## src/rtl/monta_senha_if.sv

```systemverilog
// Payload type and keypad/checker-side bus for the password packer.
// The package lives here so the packed payload is shared by the bus, the packer and the checker.
package monta_senha_pkg;
  localparam int unsigned DIGITS = 20;

  // digits[0] is the first digit typed (least significant nibble)
  typedef struct packed {
    logic [DIGITS-1:0][3:0] digits;
  } senhaPac_t;
endpackage

interface monta_senha_if;
  import monta_senha_pkg::*;

  logic        key_valid;
  logic [3:0]  key_code;
  logic        verif_done;
  senhaPac_t   senha_out;
  logic        senha_valid;
  logic [4:0]  digit_count;
  logic        busy;
  logic        timeout;

  modport slave (
    input  key_valid, key_code, verif_done,
    output senha_out, senha_valid, digit_count, busy, timeout
  );

  modport master (
    output key_valid, key_code, verif_done,
    input  senha_out, senha_valid, digit_count, busy, timeout
  );
endinterface

```

## src/rtl/monta_senha.sv

```systemverilog
// Keypad-side packer: collects digits into a senhaPac_t, sends it on ENTER and holds it
// until the checker reports done. Supports backspace, inactivity timeout and a sliding window.
module monta_senha
  import monta_senha_pkg::*;
#(
  parameter int unsigned MAX_DIGITS     = 20,
  parameter int unsigned TIMEOUT_CYCLES = 5000,
  parameter int unsigned TO_W           = 13
) (
  input  logic           clk,
  input  logic           rst,
  monta_senha_if.slave   bus
);

  localparam int unsigned CNT_W = 5;

  typedef enum logic [1:0] {VAZIO, COLETANDO, ENVIA, AGUARDA} state_t;

  state_t             state, state_nx;
  senhaPac_t          pac_q, pac_nx;
  logic [CNT_W-1:0]   cnt_q, cnt_nx;
  logic [TO_W-1:0]    to_q, to_nx;
  logic               timeout_q, timeout_nx;
  logic               valid_q, busy_q;

  logic is_digit, is_bs, is_enter, is_accepted;

  always_comb begin
    is_digit    = (bus.key_code <= 4'h9);
    is_bs       = (bus.key_code == 4'hA);
    is_enter    = (bus.key_code == 4'hB);
    is_accepted = bus.key_valid && (bus.key_code <= 4'hB);
  end

  // Next-state and next-buffer logic
  always_comb begin
    state_nx   = state;
    pac_nx     = pac_q;
    cnt_nx     = cnt_q;
    to_nx      = to_q;
    timeout_nx = 1'b0;

    case (state)
      VAZIO: begin
        to_nx = '0;
        if (bus.key_valid && is_digit) begin
          pac_nx.digits[0] = bus.key_code;
          cnt_nx           = CNT_W'(1);
          state_nx         = COLETANDO;
        end
      end

      COLETANDO: begin
        if (is_accepted) begin
          // A key always beats a simultaneous expiry
          to_nx = '0;
          if (is_digit) begin
            if (cnt_q < CNT_W'(MAX_DIGITS)) begin
              pac_nx.digits[cnt_q] = bus.key_code;
              cnt_nx               = cnt_q + CNT_W'(1);
            end else begin
              pac_nx.digits = {bus.key_code, pac_q.digits[DIGITS-1:1]};
            end
          end else if (is_bs) begin
            pac_nx.digits[cnt_q - CNT_W'(1)] = 4'hF;
            cnt_nx                           = cnt_q - CNT_W'(1);
            if (cnt_q == CNT_W'(1)) state_nx = VAZIO;
          end else if (is_enter) begin
            state_nx = ENVIA;
          end
        end else if (to_q == TO_W'(TIMEOUT_CYCLES - 1)) begin
          pac_nx     = '1;
          cnt_nx     = '0;
          to_nx      = '0;
          timeout_nx = 1'b1;
          state_nx   = VAZIO;
        end else begin
          to_nx = to_q + TO_W'(1);
        end
      end

      ENVIA: begin
        to_nx    = '0;
        state_nx = AGUARDA;
      end

      AGUARDA: begin
        to_nx = '0;
        if (bus.verif_done) begin
          pac_nx   = '1;
          cnt_nx   = '0;
          state_nx = VAZIO;
        end
      end

      default: state_nx = VAZIO;
    endcase
  end

  // State and output registers; valid/busy are registered decodes of the next state
  always_ff @(posedge clk or posedge rst) begin
    if (rst) begin
      state     <= VAZIO;
      pac_q     <= '1;
      cnt_q     <= '0;
      to_q      <= '0;
      timeout_q <= 1'b0;
      valid_q   <= 1'b0;
      busy_q    <= 1'b0;
    end else begin
      state     <= state_nx;
      pac_q     <= pac_nx;
      cnt_q     <= cnt_nx;
      to_q      <= to_nx;
      timeout_q <= timeout_nx;
      valid_q   <= (state_nx == ENVIA);
      busy_q    <= (state_nx == ENVIA) || (state_nx == AGUARDA);
    end
  end

  assign bus.senha_out   = pac_q;
  assign bus.senha_valid = valid_q;
  assign bus.digit_count = cnt_q;
  assign bus.busy        = busy_q;
  assign bus.timeout     = timeout_q;

endmodule
```

## src/flat_wrapper.sv

```systemverilog
// flat-port wrapper written by rule: the top's interface ports become plain ports
module monta_senha_flat import monta_senha_pkg::*;
#(
  parameter int unsigned MAX_DIGITS     = 20,
  parameter int unsigned TIMEOUT_CYCLES = 5000,
  parameter int unsigned TO_W           = 13
)
  (clk, rst, bus_key_valid, bus_key_code, bus_verif_done, bus_senha_out, bus_senha_valid, bus_digit_count, bus_busy, bus_timeout);
  monta_senha_if bus_i ();
  input  logic clk;
  input  logic rst;
  input wire logic [$bits(bus_i.key_valid)-1:0] bus_key_valid;
  input wire logic [$bits(bus_i.key_code)-1:0] bus_key_code;
  input wire logic [$bits(bus_i.verif_done)-1:0] bus_verif_done;
  output wire logic [$bits(bus_i.senha_out)-1:0] bus_senha_out;
  output wire logic [$bits(bus_i.senha_valid)-1:0] bus_senha_valid;
  output wire logic [$bits(bus_i.digit_count)-1:0] bus_digit_count;
  output wire logic [$bits(bus_i.busy)-1:0] bus_busy;
  output wire logic [$bits(bus_i.timeout)-1:0] bus_timeout;
  assign bus_i.key_valid = bus_key_valid;
  assign bus_i.key_code = bus_key_code;
  assign bus_i.verif_done = bus_verif_done;
  assign bus_senha_out = bus_i.senha_out;
  assign bus_senha_valid = bus_i.senha_valid;
  assign bus_digit_count = bus_i.digit_count;
  assign bus_busy = bus_i.busy;
  assign bus_timeout = bus_i.timeout;
  monta_senha #(.MAX_DIGITS(MAX_DIGITS), .TIMEOUT_CYCLES(TIMEOUT_CYCLES), .TO_W(TO_W)) u_core (.clk(clk), .rst(rst), .bus(bus_i));
endmodule
```

## config.mk

```make
export PLATFORM = sky130hd
export DESIGN_NAME = monta_senha_flat
export DESIGN_NICKNAME = d
export VERILOG_FILES = /design/src/rtl/monta_senha_if.sv /design/src/rtl/monta_senha.sv /design/src/flat_wrapper.sv
export SDC_FILE = /design/constraint.sdc
export NUM_CORES = 1
export LEC_CHECK = 0
export BUFFER_PORTS_ARGS = -buffer_cell sky130_fd_sc_hd__buf_2
export CORE_MARGIN = 2
export CORE_UTILIZATION = 30
export CTS_CLUSTER_DIAMETER = 30
export CTS_CLUSTER_SIZE = 8
export DETAILED_ROUTE_END_ITERATION = 10
export PLACE_DENSITY = 0.44
export SLEW_MARGIN = 0
export SYNTH_ARGS = -nofsm -noshare
export SYNTH_HDL_FRONTEND = slang
export SYNTH_SLANG_ARGS = --single-unit
```

## constraint.sdc

```tcl
create_clock -name clk -period 4.33 [get_ports clk]
set_clock_uncertainty 0.15 [all_clocks]
set_input_delay 0.866 -clock clk [delete_from_list [all_inputs] [get_ports clk]]
set_output_delay 0.866 -clock clk [all_outputs]
set_load 0.01 [all_outputs]
```

Word-level counts from Yosys, hierarchy flattened
Cells that the tools add are included.

word-level totals
  flip-flop bits (word level) = 103
  input bits = 8
  output and inout port bits = 88

operators by class
  add/subtract/negate cells = 3
  $lt $le $gt $ge = 7
  equal/unequal tests = 14
  muxes and demuxes = 37
  bitwise operators = 1
  reduce and logical (&&, ||, !) cells = 12

operators by type and width
  cell                                                               number
  2-to-1 mux 80 bit                                                  6
  case mux 76 bit (2 select lines)                                   1
  bitwise mux 80 bit                                                 1
  OR 80 bit                                                          1
  demux 4 bit (select 5 bit)                                         2
  2-to-1 mux 5 bit                                                   7
  2-to-1 mux 13 bit                                                  2
  case mux 13 bit (2 select lines)                                   1
  2-to-1 mux 2 bit                                                   8
  case mux 5 bit (3 select lines)                                    1
  adder 13 x 1 -> 13 bit, second input constant                      1
  equality test 13 bit, second input constant                        1
  < comparator 5 x 6 -> 1 bit, second input constant                 2
  2-to-1 mux 4 bit                                                   3
  case mux 4 bit (3 select lines)                                    1
  greater-or-equal comparator 5 x 1 -> 1 bit, second input constant  2
  equality test 2 bit, second input constant                         4
  equality test 4 bit, second input constant                         2
  less-or-equal comparator 4 bit, second input constant              2
  case mux 2 bit (4 select lines)                                    1
  AND reduction 6 bit                                                1
  adder 5 x 1 -> 5 bit, second input constant                        1
  equality test 5 x 1 -> 1 bit, second input constant                1
  < comparator 5 bit, second input constant                          1
  16 further kinds                                                   21

Depth between registers and ports, before layout
Gate-level depths: netlist of the first run.

  depth in word-level cells = 10
  depth in mapped cells = 9
  depth with buffers taken out = 7

Least setup slack after synthesis of the first run
Ideal clock, no wire load.

  path type = input to register
  start point = input bus_key_code[3]
  end point = register u_core.pac_q, in the netlist u_core.bus.senha_out[71]
  setup time = 87 ps
  arrival time = 2276 ps
  path slack = 1817 ps
  stages on the path = 7
  cells stage by stage = buf_2 > a21bo_2 > a2111oi_2 > buf_2 > o21ai_0 > a221oi_1 > nor3_1

on the way
  longest elaborated chain between the ends = 5

ends and longest elaborated chain
  item                                                                    line                source
  from (decl)                                                             flat_wrapper.sv:13  input wire logic [$bits(bus_i.key_code)-1:0] bus_key_code;
  branches (longest 5 deep; another with less-or-equal comparator 4 bit)  n/a
  to (signal assigned)                                                    monta_senha.sv:112  pac_q <= pac_nx;
  to (decl)                                                               monta_senha.sv:20   senhaPac_t pac_q, pac_nx;

Several ways; the timed one is not identified.
A chain may end at the register's enable or synchronous reset.

Worst setup path after layout of the first run
  start point = register u_core.cnt_q[0] (netlist: u_core.bus.digit_count[0])
  end point = register u_core.pac_q, in the netlist u_core.bus.senha_out[56]

on the way
  longest elaborated chain between the ends = 10

ends and longest elaborated chain
  item                                                                                                             line                source
  from (decl)                                                                                                      monta_senha.sv:21   logic [CNT_W-1:0] cnt_q, cnt_nx;
  from (signal assigned)                                                                                           monta_senha.sv:113  cnt_q <= cnt_nx;
  subtractor 5 x 1 -> 5 bit                                                                                        monta_senha.sv:65   pac_nx.digits[cnt_q - CNT_W'(1)] = 4'hF;
  < comparator 5 x 6 -> 1 bit (not written as such) or greater-or-equal comparator 5 x 1 -> 1 bit (tied branches)  monta_senha.sv:65
  logical AND 1 bit (not written as such)                                                                          monta_senha.sv:65
  2-to-1 mux 4 bit (not written as such)                                                                           monta_senha.sv:65
  demux 4 bit (select 5 bit)                                                                                       n/a
  OR 80 bit (no line)                                                                                              n/a
  2-to-1 mux 80 bit                                                                                                monta_senha.sv:64   end else if (is_bs) begin
  2-to-1 mux 80 bit *                                                                                              monta_senha.sv:57   if (is_digit) begin
  2-to-1 mux 80 bit *                                                                                              monta_senha.sv:54   if (is_accepted) begin
  case mux 76 bit (2 select lines) *                                                                               monta_senha.sv:43   case (state)

Mark *: on every way between the ends. The rest lies on a longest branch, timed or not. The select of a mux whose other input is x is not followed.

==> flow_summary.rst, run 1 <==
.. list-table::
   :header-rows: 1

   * - Metric
     - Value
   * - Area occupied by multi-input gates
     - about 3300 µm²
   * - Post-layout net count
     - between 700 and 800
   * - Count of vias placed by the detailed router
     - roughly 6300
   * - Antenna cell count
     - 0
   * - Max_cap viols
     - 0
   * - DRT Wirelength
     - about 24 mm
   * - Internal
     - 2.98 mW
   * - CTS buffer count
     - 9
   * - Antenna violations before repair
     - 0
   * - Crit start category
     - register
   * - Setup repair after global routing missed its margin
     - false
   * - Power dissipated by switching net loads
     - about 2.4 mW
   * - Crit path arrival time
     - around 3.5 ns
   * - Kind of cell adding the most delay to the critical path
     - compound AO/OA/AOI/OAI gates
   * - Fraction of final layout cells with drive strength greater than 1
     - 0.291
   * - Worst path max stage delay
     - ~0.77 ns
   * - P_leak
     - a little over 3 nW
   * - Hold Buf Count CTS
     - 0
   * - Post-DRT Antenna Nets
     - 0
   * - Total overflow reported by the global router
     - 0
   * - Cells taking the most area after synthesis
     - sky130_fd_sc_hd__dfstp_2, sky130_fd_sc_hd__dfrtp_1, sky130_fd_sc_hd__a221oi_1
   * - Pin count of the biggest net entering global routing
     - 90
   * - Peak VDD IR
     - 0.260 mV
   * - # rows
     - 53
   * - Count of buffer and inverter cells on the critical path
     - 1
   * - Starting Density
     - 0.306
   * - Dominant synthesized flop cell
     - sky130_fd_sc_hd__dfstp_2
   * - Switching share of power
     - 0.446
   * - Chip Height
     - between 150 and 200 µm
   * - Number of hold violations in the final report
     - 0
   * - Total power after layout
     - around 5.4 mW
   * - Critical-path top delay cell
     - sky130_fd_sc_hd__o22ai_1
   * - Post-synthesis instance total
     - 706
   * - Adder-cell area share of the yosys netlist
     - 0.0136
   * - Number of primary I/O pins
     - 96
   * - Areal power density over the cells
     - 720 nW/µm²
   * - Achievable frequency
     - ~300 MHz
   * - Sequential standard cell area
     - between 2000 and 3000 µm²
   * - Cell at the root of the clock tree
     - sky130_fd_sc_hd__clkbuf_16
   * - Number of sinks on the clock net
     - about 100
   * - Register clock-pin slew on the reported worst setup and hold paths
     - roughly 0.07 ns
   * - Setup total negative slack
     - 0 ns
   * - Share of the synthesized area in the top cell type
     - 0.326
   * - Number of distinct library cell variants in the gate-level netlist after synthesis
     - 76
   * - Number of remaining DRC errors
     - 0
   * - Fillers
     - between 2000 and 2500
   * - Post-synthesis share of cell area spent on and, or, nand and nor gates
     - 0.147
   * - Port Buffers
     - 95
   * - Worst hold path class
     - in2async
   * - Tcrit/Tclk final
     - 0.782
   * - Maximum fanout count along the critical path
     - 21
   * - Final-layout worst hold slack
     - ~0.27 ns
   * - Endpoint class of the critical path
     - register
   * - CTS tree
     - yes
   * - Max Root-Sink Buffers
     - 2
   * - Critical path start-end classification
     - reg2reg
   * - Dominant combinational cell family by area after synthesis
     - compound AO/OA/AOI/OAI gates
   * - Crit path time final
     - approximately 3.4 ns
   * - Detailed Place HPWL
     - 17.0 mm
   * - Total of warnings raised by yosys
     - 0
   * - Post-CTS Setup Inserts
     - 0
   * - Worst-margin pin slew
     - slightly below 1 ns
   * - Pins over their slew limit
     - 0
   * - Total iterations of the first detailed-routing run
     - 5
   * - Critical path cell sequence
     - inv_1 > ha_1 > or4bb_1 > o22ai_1 > a211oi_1 > nor3_1
   * - Max-Slew Margin vs Limit
     - 0.347
   * - Area of the die
     - around 23000 µm²
   * - GRT Resource Usage Total
     - 0.214
   * - Combinational power share
     - 0.448
   * - Drt via density
     - 6.02
   * - CORE AREA
     - ~21000 µm²
   * - Number of global-route vias before repair
     - just over 6000
   * - Synthesized Nets
     - 721
   * - Wire length of the first global-routing pass
     - ~37 mm
   * - Avg Inst Size Synth
     - a little over 9 µm²
   * - Cell area after technology mapping
     - 6450 µm²
   * - Iter 0 DRT Violations
     - 530
   * - Async SR Flop Fraction
     - 1.00
   * - Sequential Power Share
     - 0.394
   * - Resize count post-CTS
     - 0
   * - Wire length per cell after detailed routing
     - 22.8 µm
   * - Top library cells by usage in the layout, fill and taps aside
     - sky130_fd_sc_hd__buf_2, sky130_fd_sc_hd__dfstp_2, sky130_fd_sc_hd__inv_1, sky130_fd_sc_hd__a221oi_1, sky130_fd_sc_hd__a21oi_1
   * - Proportion of synthesized area in mux cells
     - 0.00155
   * - Most common library cell in the layout ignoring fill and taps
     - sky130_fd_sc_hd__buf_2
   * - Number of endpoints failing setup at the final stage
     - 0
   * - Xor-xnor portion of the synthesized cell area
     - 0.0163
   * - Synthesis-to-layout area growth
     - 15.9%
   * - Cell taking the most area after synthesis
     - sky130_fd_sc_hd__dfstp_2
   * - Number of enable flip-flop cells after synthesis
     - 0
   * - Required time at the worst-slack endpoint
     - 4.45 ns
   * - Synthesis-stage register bit count
     - ~100
   * - Die Span X
     - between 150 and 200 µm
   * - H-Tree Depth
     - 3
   * - Sequential share of the synthesized area
     - 0.415
   * - Final weighted congestion of routability-driven global placement
     - ~0.94
   * - Worst-skew pair later-pin latency
     - roughly 0.36 ns
   * - Outcome
     - complete, no violations
   * - Clock Power Share
     - 0.157
   * - Synth Area in Compound Gates
     - 0.340
power groups by stage:
stage	logic, mW	registers (mW)	clock network (mW)
final	2.41	2.12	0.847
after CTS	2.41	2.12	0.867
after global routing	2.64	2.20	0.908
after floorplan	1.44	2.09	0
after global placement	2.37	2.14	0
after detailed placement	2.39	2.14	0
sequential cells by signal, indices dropped and copies added (netlist names):
| name | flops |
|---|---|
| u_core.state | 2 |
| u_core.bus.senha_out | 80 |
| u_core.bus.digit_count | 5 |
| u_core.to_q | 13 |
| u_core.bus.timeout | 1 |
| u_core.bus.senha_valid | 1 |
| u_core.bus.busy | 1 |
through the flow:
step	setup slack, ns	utilization	area [µm²]	instances
floorplan	0.743	-	6450	706
global placement	0.981	0.341	7180	1038
detailed placement	0.923	0.341	7180	1038
CTS	1.00	0.355	7480	1054
global route	0.702	0.355	7480	1054
finish	0.944	0.355	7480	1054
layer usage:
layer / share of wire / vias up / global-route usage
met5: 0 / - / 0
met4: 0.023 / 0 / 0.0706
met3: 0.064 / 44 / 0.0306
met2: 0.46 / 298 / 0.325
met1: 0.45 / 3146 / 0.310
li1: - / 2859 / -
worst paths after layout:
path	start	end	slack, ns	cells after the start
setup / recovery	u_core.bus.digit_count[0]$_DFFE_PP0P_	u_core.bus.senha_out[56]$_DFFE_PP1P_	0.94	6
hold / removal	rst	u_core.bus.timeout$_DFF_PP0_	0.27	2
setup reg to reg	u_core.bus.digit_count[0]$_DFFE_PP0P_	u_core.bus.senha_out[56]$_DFFE_PP1P_	0.94	6
hold reg to reg	u_core.bus.senha_out[21]$_DFFE_PP1P_	u_core.bus.senha_out[21]$_DFFE_PP1P_	0.32	2
max in group asynchronous	rst	u_core.bus.senha_out[6]$_DFFE_PP1P_	2.95	3
min in group clk	u_core.bus.senha_out[21]$_DFFE_PP1P_	u_core.bus.senha_out[21]$_DFFE_PP1P_	0.32	2
synthesized netlist by cell type (all sizes together), types with 14 or more instances:
cell / instances
a211oi: 18
a21oi: 51
a221oi: 53
a22oi: 26
and3: 16
buf: 21
clkbuf: 34
dfrtp: 23
dfstp: 80
inv: 52
nand2: 28
nor2: 48
nor3: 28
o21ai: 38
o31ai: 14
final cells by class:
class / instances / area share
inverters: 52 / 0.0264
well taps: 275 / 0.0460
repair buffers: 112 / 0.0823
multi-input cells: 496 / 0.448
clock inverters: 3 / 0.00602
clock buffers: 13 / 0.0335
flip-flops and latches: 103 / 0.358
kinds of logic (layout without fill, tap and decap cells):
group,after synthesis,in the layout
multiplexers,1,1
flip-flops,103,103
AO/OA/AOI/OAI,295,295
adder cells (fa/ha/maj),7,7
buffers and inverters,107,180
XOR/XNOR,12,12
AND/OR/NAND/NOR,181,181
(Power assumes the default switching activity.)
==> run 2: changes to the inputs <==
- PLACE_DENSITY: 0.44 -> 0.46
- clock period: 4.33 -> 2.8 ns (I/O delays scaled with it)
==> flow_summary.rst, run 2 (same netlist as run 1, synthesis figures left out) <==
.. list-table::
   :header-rows: 1

   * - Metric
     - Value
   * - CTS buffer count
     - 9 (unchanged)
   * - Wire length of the first global-routing pass
     - 37.2 mm (was 37.0 mm)
   * - CTS tree
     - yes (unchanged)
   * - Register clock-pin slew on the reported worst setup and hold paths
     - 0.08 ns (was 0.07 ns)
   * - Tcrit/Tclk final
     - 0.960 (was 0.782)
   * - Count of placed standard cells including taps
     - 1081 (was 1038)
   * - R2R depth
     - 8 (was 6)
   * - Design Area, Final
     - 7800 µm² (was 7480 µm²)
   * - Crit path arrival time
     - 2.82 ns (was 3.51 ns)
   * - Starting Density
     - 0.306 (unchanged)
   * - DRT Wirelength
     - 23.8 mm (was 24.1 mm)
   * - Post-DRT Antenna Nets
     - 0 (unchanged)
   * - Setup total negative slack
     - 0 ns (unchanged)
   * - End of the worst register-to-register path
     - u_core.bus.senha_out[18]$_DFFE_PP1P_ (was u_core.bus.senha_out[56]$_DFFE_PP1P_)
   * - Met1 Usage GRT
     - 0.294 (was 0.310)
   * - Worst hold path class
     - in2async (unchanged)
   * - Drt via density
     - 5.87 (was 6.02)
   * - Antenna violations before repair
     - 0 (unchanged)
   * - Top library cells by usage in the layout, fill and taps aside
     - sky130_fd_sc_hd__buf_2, sky130_fd_sc_hd__dfstp_2, sky130_fd_sc_hd__buf_4 (was sky130_fd_sc_hd__buf_2, sky130_fd_sc_hd__dfstp_2, sky130_fd_sc_hd__inv_1, sky130_fd_sc_hd__a221oi_1, sky130_fd_sc_hd__a21oi_1)
   * - Maximum fanout count along the critical path
     - 5 (was 21)
   * - Required time at the worst-slack endpoint
     - 2.93 ns (was 4.45 ns)
   * - Achievable frequency
     - 372 MHz (was 295 MHz)
   * - Kind of cell adding the most delay to the critical path
     - compound AO/OA/AOI/OAI gates (unchanged)
   * - Crit path time final
     - 2.69 ns (was 3.39 ns)
   * - FF-to-FF setup slack
     - 0.11 ns (was 0.94 ns)
   * - Area of the die
     - 22700 µm² (unchanged)
   * - Worst-margin pin slew
     - 0.640 ns (was 0.980 ns)
   * - Die Span X
     - 151 µm (unchanged)
   * - Crit start category
     - register (unchanged)
   * - Wire length per cell after detailed routing
     - 21.7 µm (was 22.8 µm)
   * - Flip-flop count of the largest register after layout
     - 80 (unchanged)
   * - Hold Buf Count CTS
     - 0 (unchanged)
   * - Sequential standard cell area
     - 2680 µm² (unchanged)
   * - # rows
     - 53 (unchanged)
   * - Critical-path top delay cell
     - sky130_fd_sc_hd__or4bb_1 (was sky130_fd_sc_hd__o22ai_1)
   * - Sequential Power Share
     - 0.372 (was 0.394)
   * - Fillers
     - 2192 (was 2234)
   * - Detailed Place HPWL
     - 17.7 mm (was 17.0 mm)
   * - Number of hold violations in the final report
     - 0 (unchanged)
   * - Chip Height
     - 151 µm (unchanged)
   * - Count of buffer and inverter cells on the critical path
     - 2 (was 1)
   * - DP Area
     - 7520 µm² (was 7180 µm²)
   * - Count of vias placed by the detailed router
     - 6441 (was 6347)
   * - Most used routing layer
     - met2 (unchanged)
   * - Setup repair after global routing missed its margin
     - false (unchanged)
   * - Number of sinks on the clock net
     - 103 (unchanged)
   * - Switching share of power
     - 0.445 (was 0.446)
   * - Clock Power Share
     - 0.144 (was 0.157)
   * - Max-Slew Margin vs Limit
     - 0.570 (was 0.347)
   * - Areal power density over the cells
     - 1090 nW/µm² (was 720 nW/µm²)
   * - Met3 capacity usage during global routing
     - 0.0361 (was 0.0306)
   * - Most common library cell in the layout ignoring fill and taps
     - sky130_fd_sc_hd__buf_2 (unchanged)
   * - Final cell count without fillers
     - 1097 (was 1054)
   * - Antenna cell count
     - 0 (unchanged)
   * - Endpoint class of the critical path
     - register (unchanged)
   * - Pins over their slew limit
     - 0 (unchanged)
   * - Worst-skew pair later-pin latency
     - 0.36 ns (about the same)
   * - CORE AREA
     - 21100 µm² (unchanged)
   * - Max Root-Sink Buffers
     - 2 (unchanged)
   * - Total overflow reported by the global router
     - 0 (unchanged)
   * - Post-layout net count
     - 832 (was 789)
   * - Area occupied by multi-input gates
     - 3350 µm² (unchanged)
   * - Critical path start-end classification
     - reg2reg (unchanged)
   * - GRT Resource Usage Total
     - 0.213 (was 0.214)
   * - Launching point of the worst reg2reg path
     - u_core.bus.digit_count[0]$_DFFE_PP0P_ (unchanged)
   * - Outcome
     - complete, no violations (unchanged)
   * - Number of global-route vias before repair
     - 6433 (was 6237)
   * - P_leak
     - 3.32 nW (was 3.11 nW)
   * - Power dissipated by switching net loads
     - 3.78 mW (was 2.40 mW)
   * - Pin count of the biggest net entering global routing
     - 104 (was 90)
   * - Port Buffers
     - 95 (unchanged)
   * - H-Tree Depth
     - 3 (unchanged)
   * - Number of remaining DRC errors
     - 0 (unchanged)
   * - GR met2 Demand/Resource
     - 0.338 (was 0.325)
   * - Critical path cell sequence
     - inv_1 > ha_1 > or4bb_1 > o32a_1 > a221oi_1 > o31ai_1 > buf_4 > a21oi_1 (was inv_1 > ha_1 > or4bb_1 > o22ai_1 > a211oi_1 > nor3_1)
   * - Number of endpoints failing setup at the final stage
     - 0 (unchanged)
   * - Final weighted congestion of routability-driven global placement
     - 0.989 (was 0.939)
   * - Resize count post-CTS
     - 0 (unchanged)
   * - Cell at the root of the clock tree
     - sky130_fd_sc_hd__clkbuf_16 (unchanged)
   * - Total iterations of the first detailed-routing run
     - 5 (unchanged)
   * - Combinational power share
     - 0.484 (was 0.448)
   * - Synthesis-to-layout area growth
     - 20.9% (was 15.9%)
   * - Number of primary I/O pins
     - 96 (unchanged)
   * - Internal
     - 4.71 mW (was 2.98 mW)
   * - Peak VDD IR
     - 0.434 mV (was 0.260 mV)
   * - Post-CTS Setup Inserts
     - 0 (unchanged)
   * - Fraction of final layout cells with drive strength greater than 1
     - 0.332 (was 0.291)
   * - Iter 0 DRT Violations
     - 530 (unchanged)
   * - Worst path max stage delay
     - 0.54 ns (was 0.77 ns)
   * - Max_cap viols
     - 0 (unchanged)
[run 2: changes by cell type in the layout (fill, tap and decap cells not counted), moves of 2 or more]
cell	change
sky130_fd_sc_hd__clkbuf_1	-3
sky130_fd_sc_hd__buf_4	+42
sky130_fd_sc_hd__clkinv_4	+2
sky130_fd_sc_hd__inv_6	+2
[run 2: area by class of cell]
class	count	share of cell area
tap	275	0.0441
timing repair buffer	155	0.122
clock buffer	9	0.0289
inverter	52	0.0255
multi-input combinational	496	0.429
sequential	103	0.343
clock inverter	7	0.00706
[run 2: how the worst max path moves through the flow]
| stage | slack [ns] | startpoint | to | cells after the start |
|---|---|---|---|---|
| global route | 0.05 | u_core.bus.digit_count[0]$_DFFE_PP0P_ | u_core.bus.senha_out[19]$_DFFE_PP1P_ | 8 |
| detailed placement | 0.20 | u_core.bus.digit_count[1]$_DFFE_PP0P_ | u_core.bus.senha_out[19]$_DFFE_PP1P_ | 8 |
| global placement | 0.23 | bus_key_code[1] | u_core.bus.senha_out[19]$_DFFE_PP1P_ | 7 |
| CTS | 0.15 | u_core.bus.digit_count[0]$_DFFE_PP0P_ | u_core.bus.senha_out[19]$_DFFE_PP1P_ | 8 |
| finish | 0.11 | u_core.bus.digit_count[0]$_DFFE_PP0P_ | u_core.bus.senha_out[18]$_DFFE_PP1P_ | 8 |
| floorplan | 0.45 | u_core.bus.digit_count[0]$_DFFE_PP0P_ | u_core.bus.senha_out[3]$_DFFE_PP1P_ | 7 |
[run 2: power by group through the flow]
stage,registers [mW],clock network (mW),logic (mW)
after floorplan,3.23,0,2.23
after global placement,3.17,0,4.02
after detailed placement,3.17,0,4.07
after CTS,3.15,1.26,4.09
after global routing,3.26,1.32,4.50
final,3.15,1.23,4.10
[run 2: stage by stage]
stage / total power [mW] / hold slack (ns) / worst slack [ns] / util
final: 8.48 / 0.198 / 0.111 / 0.370
after global routing: 9.07 / 0.252 / 0.0533 / 0.370
after CTS: 8.50 / 0.234 / 0.147 / 0.370
after detailed placement: 7.24 / 0.311 / 0.205 / 0.357
after global placement: 7.19 / 0.316 / 0.228 / 0.357
after floorplan: 5.47 / 0.290 / 0.452 / -
[run 2: tightest hold or removal path, stage by stage]
cell	delay [ns]
sky130_fd_sc_hd__buf_2	0.11
sky130_fd_sc_hd__clkinvlp_4	0.07
sky130_fd_sc_hd__buf_12	0.41
[run 2: metal layers]
layer	vias up	wire [µm]
met5	-	0
met2	246	11100
met1	3208	10800
met4	0	574
met3	39	1370
li1	2948	-
==> run 3: changes to the inputs <==
- CORE_ASPECT_RATIO: default -> 0.9
==> flow_summary.rst, run 3 (same netlist as run 1, synthesis figures left out) <==
.. list-table::
   :header-rows: 1

   * - Metric
     - Value
   * - Outcome
     - complete, no violations (unchanged)
   * - Achievable frequency
     - 401 MHz (was 372 MHz)
   * - Worst-margin pin slew
     - 0.709 ns (was 0.640 ns)
   * - Setup repair after global routing missed its margin
     - false (unchanged)
   * - Maximum fanout count along the critical path
     - 5 (unchanged)
   * - Count of vias placed by the detailed router
     - 6525 (was 6441)
   * - Resize count post-CTS
     - 0 (unchanged)
   * - Post-layout utilization of the core
     - 0.376 (was 0.370)
   * - Switching share of power
     - 0.444 (was 0.445)
   * - Detailed Place HPWL
     - 17.6 mm (was 17.7 mm)
   * - Worst hold path class
     - in2async (unchanged)
   * - Post-layout net count
     - 837 (was 832)
   * - Total iterations of the first detailed-routing run
     - 5 (unchanged)
   * - P_leak
     - 3.36 nW (was 3.32 nW)
   * - Die Span X
     - 159 µm (was 151 µm)
   * - Crit path arrival time
     - 2.63 ns (was 2.82 ns)
   * - Final cell count without fillers
     - 1113 (was 1097)
   * - Cell at the root of the clock tree
     - sky130_fd_sc_hd__clkbuf_16 (unchanged)
   * - Pin count of the biggest net entering global routing
     - 104 (unchanged)
   * - CTS buffer count
     - 9 (unchanged)
   * - GRT Resource Usage Total
     - 0.219 (was 0.213)
   * - Most common library cell in the layout ignoring fill and taps
     - sky130_fd_sc_hd__buf_2 (unchanged)
   * - Synthesis-to-layout area growth
     - 22.2% (was 20.9%)
   * - Final weighted congestion of routability-driven global placement
     - 0.933 (was 0.989)
   * - Top library cells by usage in the layout, fill and taps aside
     - sky130_fd_sc_hd__buf_2, sky130_fd_sc_hd__dfstp_2, sky130_fd_sc_hd__buf_4 (unchanged)
   * - # rows
     - 50 (was 53)
   * - Post-DRT Antenna Nets
     - 0 (unchanged)
   * - Wire length of the first global-routing pass
     - 38.0 mm (was 37.2 mm)
   * - Drt via density
     - 5.86 (was 5.87)
   * - Number of hold violations in the final report
     - 0 (unchanged)
   * - Antenna violations before repair
     - 0 (unchanged)
   * - Endpoint class of the critical path
     - register (unchanged)
   * - Max Root-Sink Buffers
     - 2 (unchanged)
   * - Max_cap viols
     - 0 (unchanged)
   * - H-Tree Depth
     - 3 (unchanged)
   * - Power dissipated by switching net loads
     - 3.84 mW (was 3.78 mW)
   * - Number of remaining DRC errors
     - 0 (unchanged)
   * - CTS tree
     - yes (unchanged)
   * - Number of endpoints failing setup at the final stage
     - 0 (unchanged)
   * - Flip-flop count of the largest register after layout
     - 80 (unchanged)
   * - Pins over their slew limit
     - 0 (unchanged)
   * - Chip Height
     - 143 µm (was 151 µm)
   * - Internal
     - 4.80 mW (was 4.71 mW)
   * - Antenna cell count
     - 0 (unchanged)
   * - Critical path start-end classification
     - reg2reg (unchanged)
   * - Tcrit/Tclk final
     - 0.890 (was 0.960)
   * - Number of primary I/O pins
     - 96 (unchanged)
   * - Hold Buf Count CTS
     - 0 (unchanged)
   * - Register clock-pin slew on the reported worst setup and hold paths
     - 0.08 ns (about the same)
   * - Clock Power Share
     - 0.155 (was 0.144)
   * - Wire length per cell after detailed routing
     - 21.9 µm (was 21.7 µm)
   * - Final setup slack of the worst path
     - 0.309 ns (was 0.111 ns)
   * - Area of the die
     - 22700 µm² (about the same)
   * - CORE AREA
     - 21000 µm² (was 21100 µm²)
   * - Number of sinks on the clock net
     - 103 (unchanged)
   * - Iter 0 DRT Violations
     - 557 (was 530)
   * - Post-CTS Setup Inserts
     - 0 (unchanged)
   * - Crit start category
     - register (unchanged)
   * - DP Area
     - 7570 µm² (was 7520 µm²)
   * - Worst setup slack after placement
     - 0.227 ns (was 0.205 ns)
   * - Final-layout worst hold slack
     - 0.216 ns (was 0.198 ns)
   * - Max-Slew Margin vs Limit
     - 0.524 (was 0.570)
   * - Number of global-route vias before repair
     - 6529 (was 6433)
   * - Crit path time final
     - 2.49 ns (was 2.69 ns)
   * - Fraction of final layout cells with drive strength greater than 1
     - 0.337 (was 0.332)
   * - Combinational power share
     - 0.483 (was 0.484)
   * - Total power after layout
     - 8.64 mW (was 8.48 mW)
   * - Total overflow reported by the global router
     - 0 (unchanged)
   * - Design Area, Final
     - 7880 µm² (was 7800 µm²)
   * - Worst-skew pair later-pin latency
     - 0.37 ns (was 0.36 ns)
   * - Setup total negative slack
     - 0 ns (unchanged)
   * - DRT Wirelength
     - 24.4 mm (was 23.8 mm)
   * - Port Buffers
     - 95 (unchanged)
   * - Peak VDD IR
     - 0.415 mV (was 0.434 mV)
   * - Areal power density over the cells
     - 1100 nW/µm² (was 1090 nW/µm²)
   * - Count of placed standard cells including taps
     - 1097 (was 1081)
   * - Required time at the worst-slack endpoint
     - 2.94 ns (was 2.93 ns)
   * - Starting Density
     - 0.308 (was 0.306)
   * - Sequential Power Share
     - 0.362 (was 0.372)
[run 3: layer usage]
layer	share of wire	global-route usage	wire length, µm
met1	0.46	0.303	11100
met2	0.45	0.338	11000
met3	0.068	0.0473	1650
met4	0.023	0.0740	565
met5	0	0	0
[run 3: path summary, 6_finish.rpt]
path,cells past startpoint,slack (ns),start,to
setup / recovery,7,0.31,u_core.bus.digit_count[0]$_DFFE_PP0P_,u_core.bus.senha_out[3]$_DFFE_PP1P_
hold / removal,3,0.22,rst,u_core.to_q[0]$_DFF_PP0_
setup reg to reg,7,0.31,u_core.bus.digit_count[0]$_DFFE_PP0P_,u_core.bus.senha_out[3]$_DFFE_PP1P_
hold reg to reg,2,0.33,u_core.bus.senha_out[23]$_DFFE_PP1P_,u_core.bus.senha_out[23]$_DFFE_PP1P_
max in group asynchronous,3,1.86,rst,u_core.bus.senha_out[26]$_DFFE_PP1P_
min in group clk,2,0.33,u_core.bus.senha_out[23]$_DFFE_PP1P_,u_core.bus.senha_out[23]$_DFFE_PP1P_
[run 3: worst max-delay path, stage by stage, from the launching register on]
cell and delay (ns):
sky130_fd_sc_hd__dfrtp_1 0.38, sky130_fd_sc_hd__inv_1 0.14, sky130_fd_sc_hd__ha_1 0.26, sky130_fd_sc_hd__or4b_4 0.53
sky130_fd_sc_hd__a21oi_1 0.37, sky130_fd_sc_hd__nor2b_1 0.08, sky130_fd_sc_hd__a2111oi_0 0.36, sky130_fd_sc_hd__o31ai_1 0.14
[run 3: layout make-up]
| class | count | area, µm² |
|---|---|---|
| clock buffers | 9 | 225 |
| clock inverters | 7 | 80.1 |
| fillers | 2116 | 13100 |
| inverters | 52 | 199 |
| multi-input cells | 496 | 3350 |
| flip-flops and latches | 103 | 2680 |
| well taps | 286 | 358 |
| repair buffers | 160 | 988 |
[run 3: power by group through the flow]
| stage | clock network (mW) | logic, mW | registers [mW] |
|---|---|---|---|
| 2_1_floorplan | 0 | 2.23 | 3.23 |
| 3_3_place_gp | 0 | 4.07 | 3.16 |
| 3_5_place_dp | 0 | 4.11 | 3.15 |
| 4_1_cts | 1.37 | 4.14 | 3.13 |
| 5_1_grt | 1.43 | 4.57 | 3.23 |
| 6_report | 1.34 | 4.18 | 3.13 |
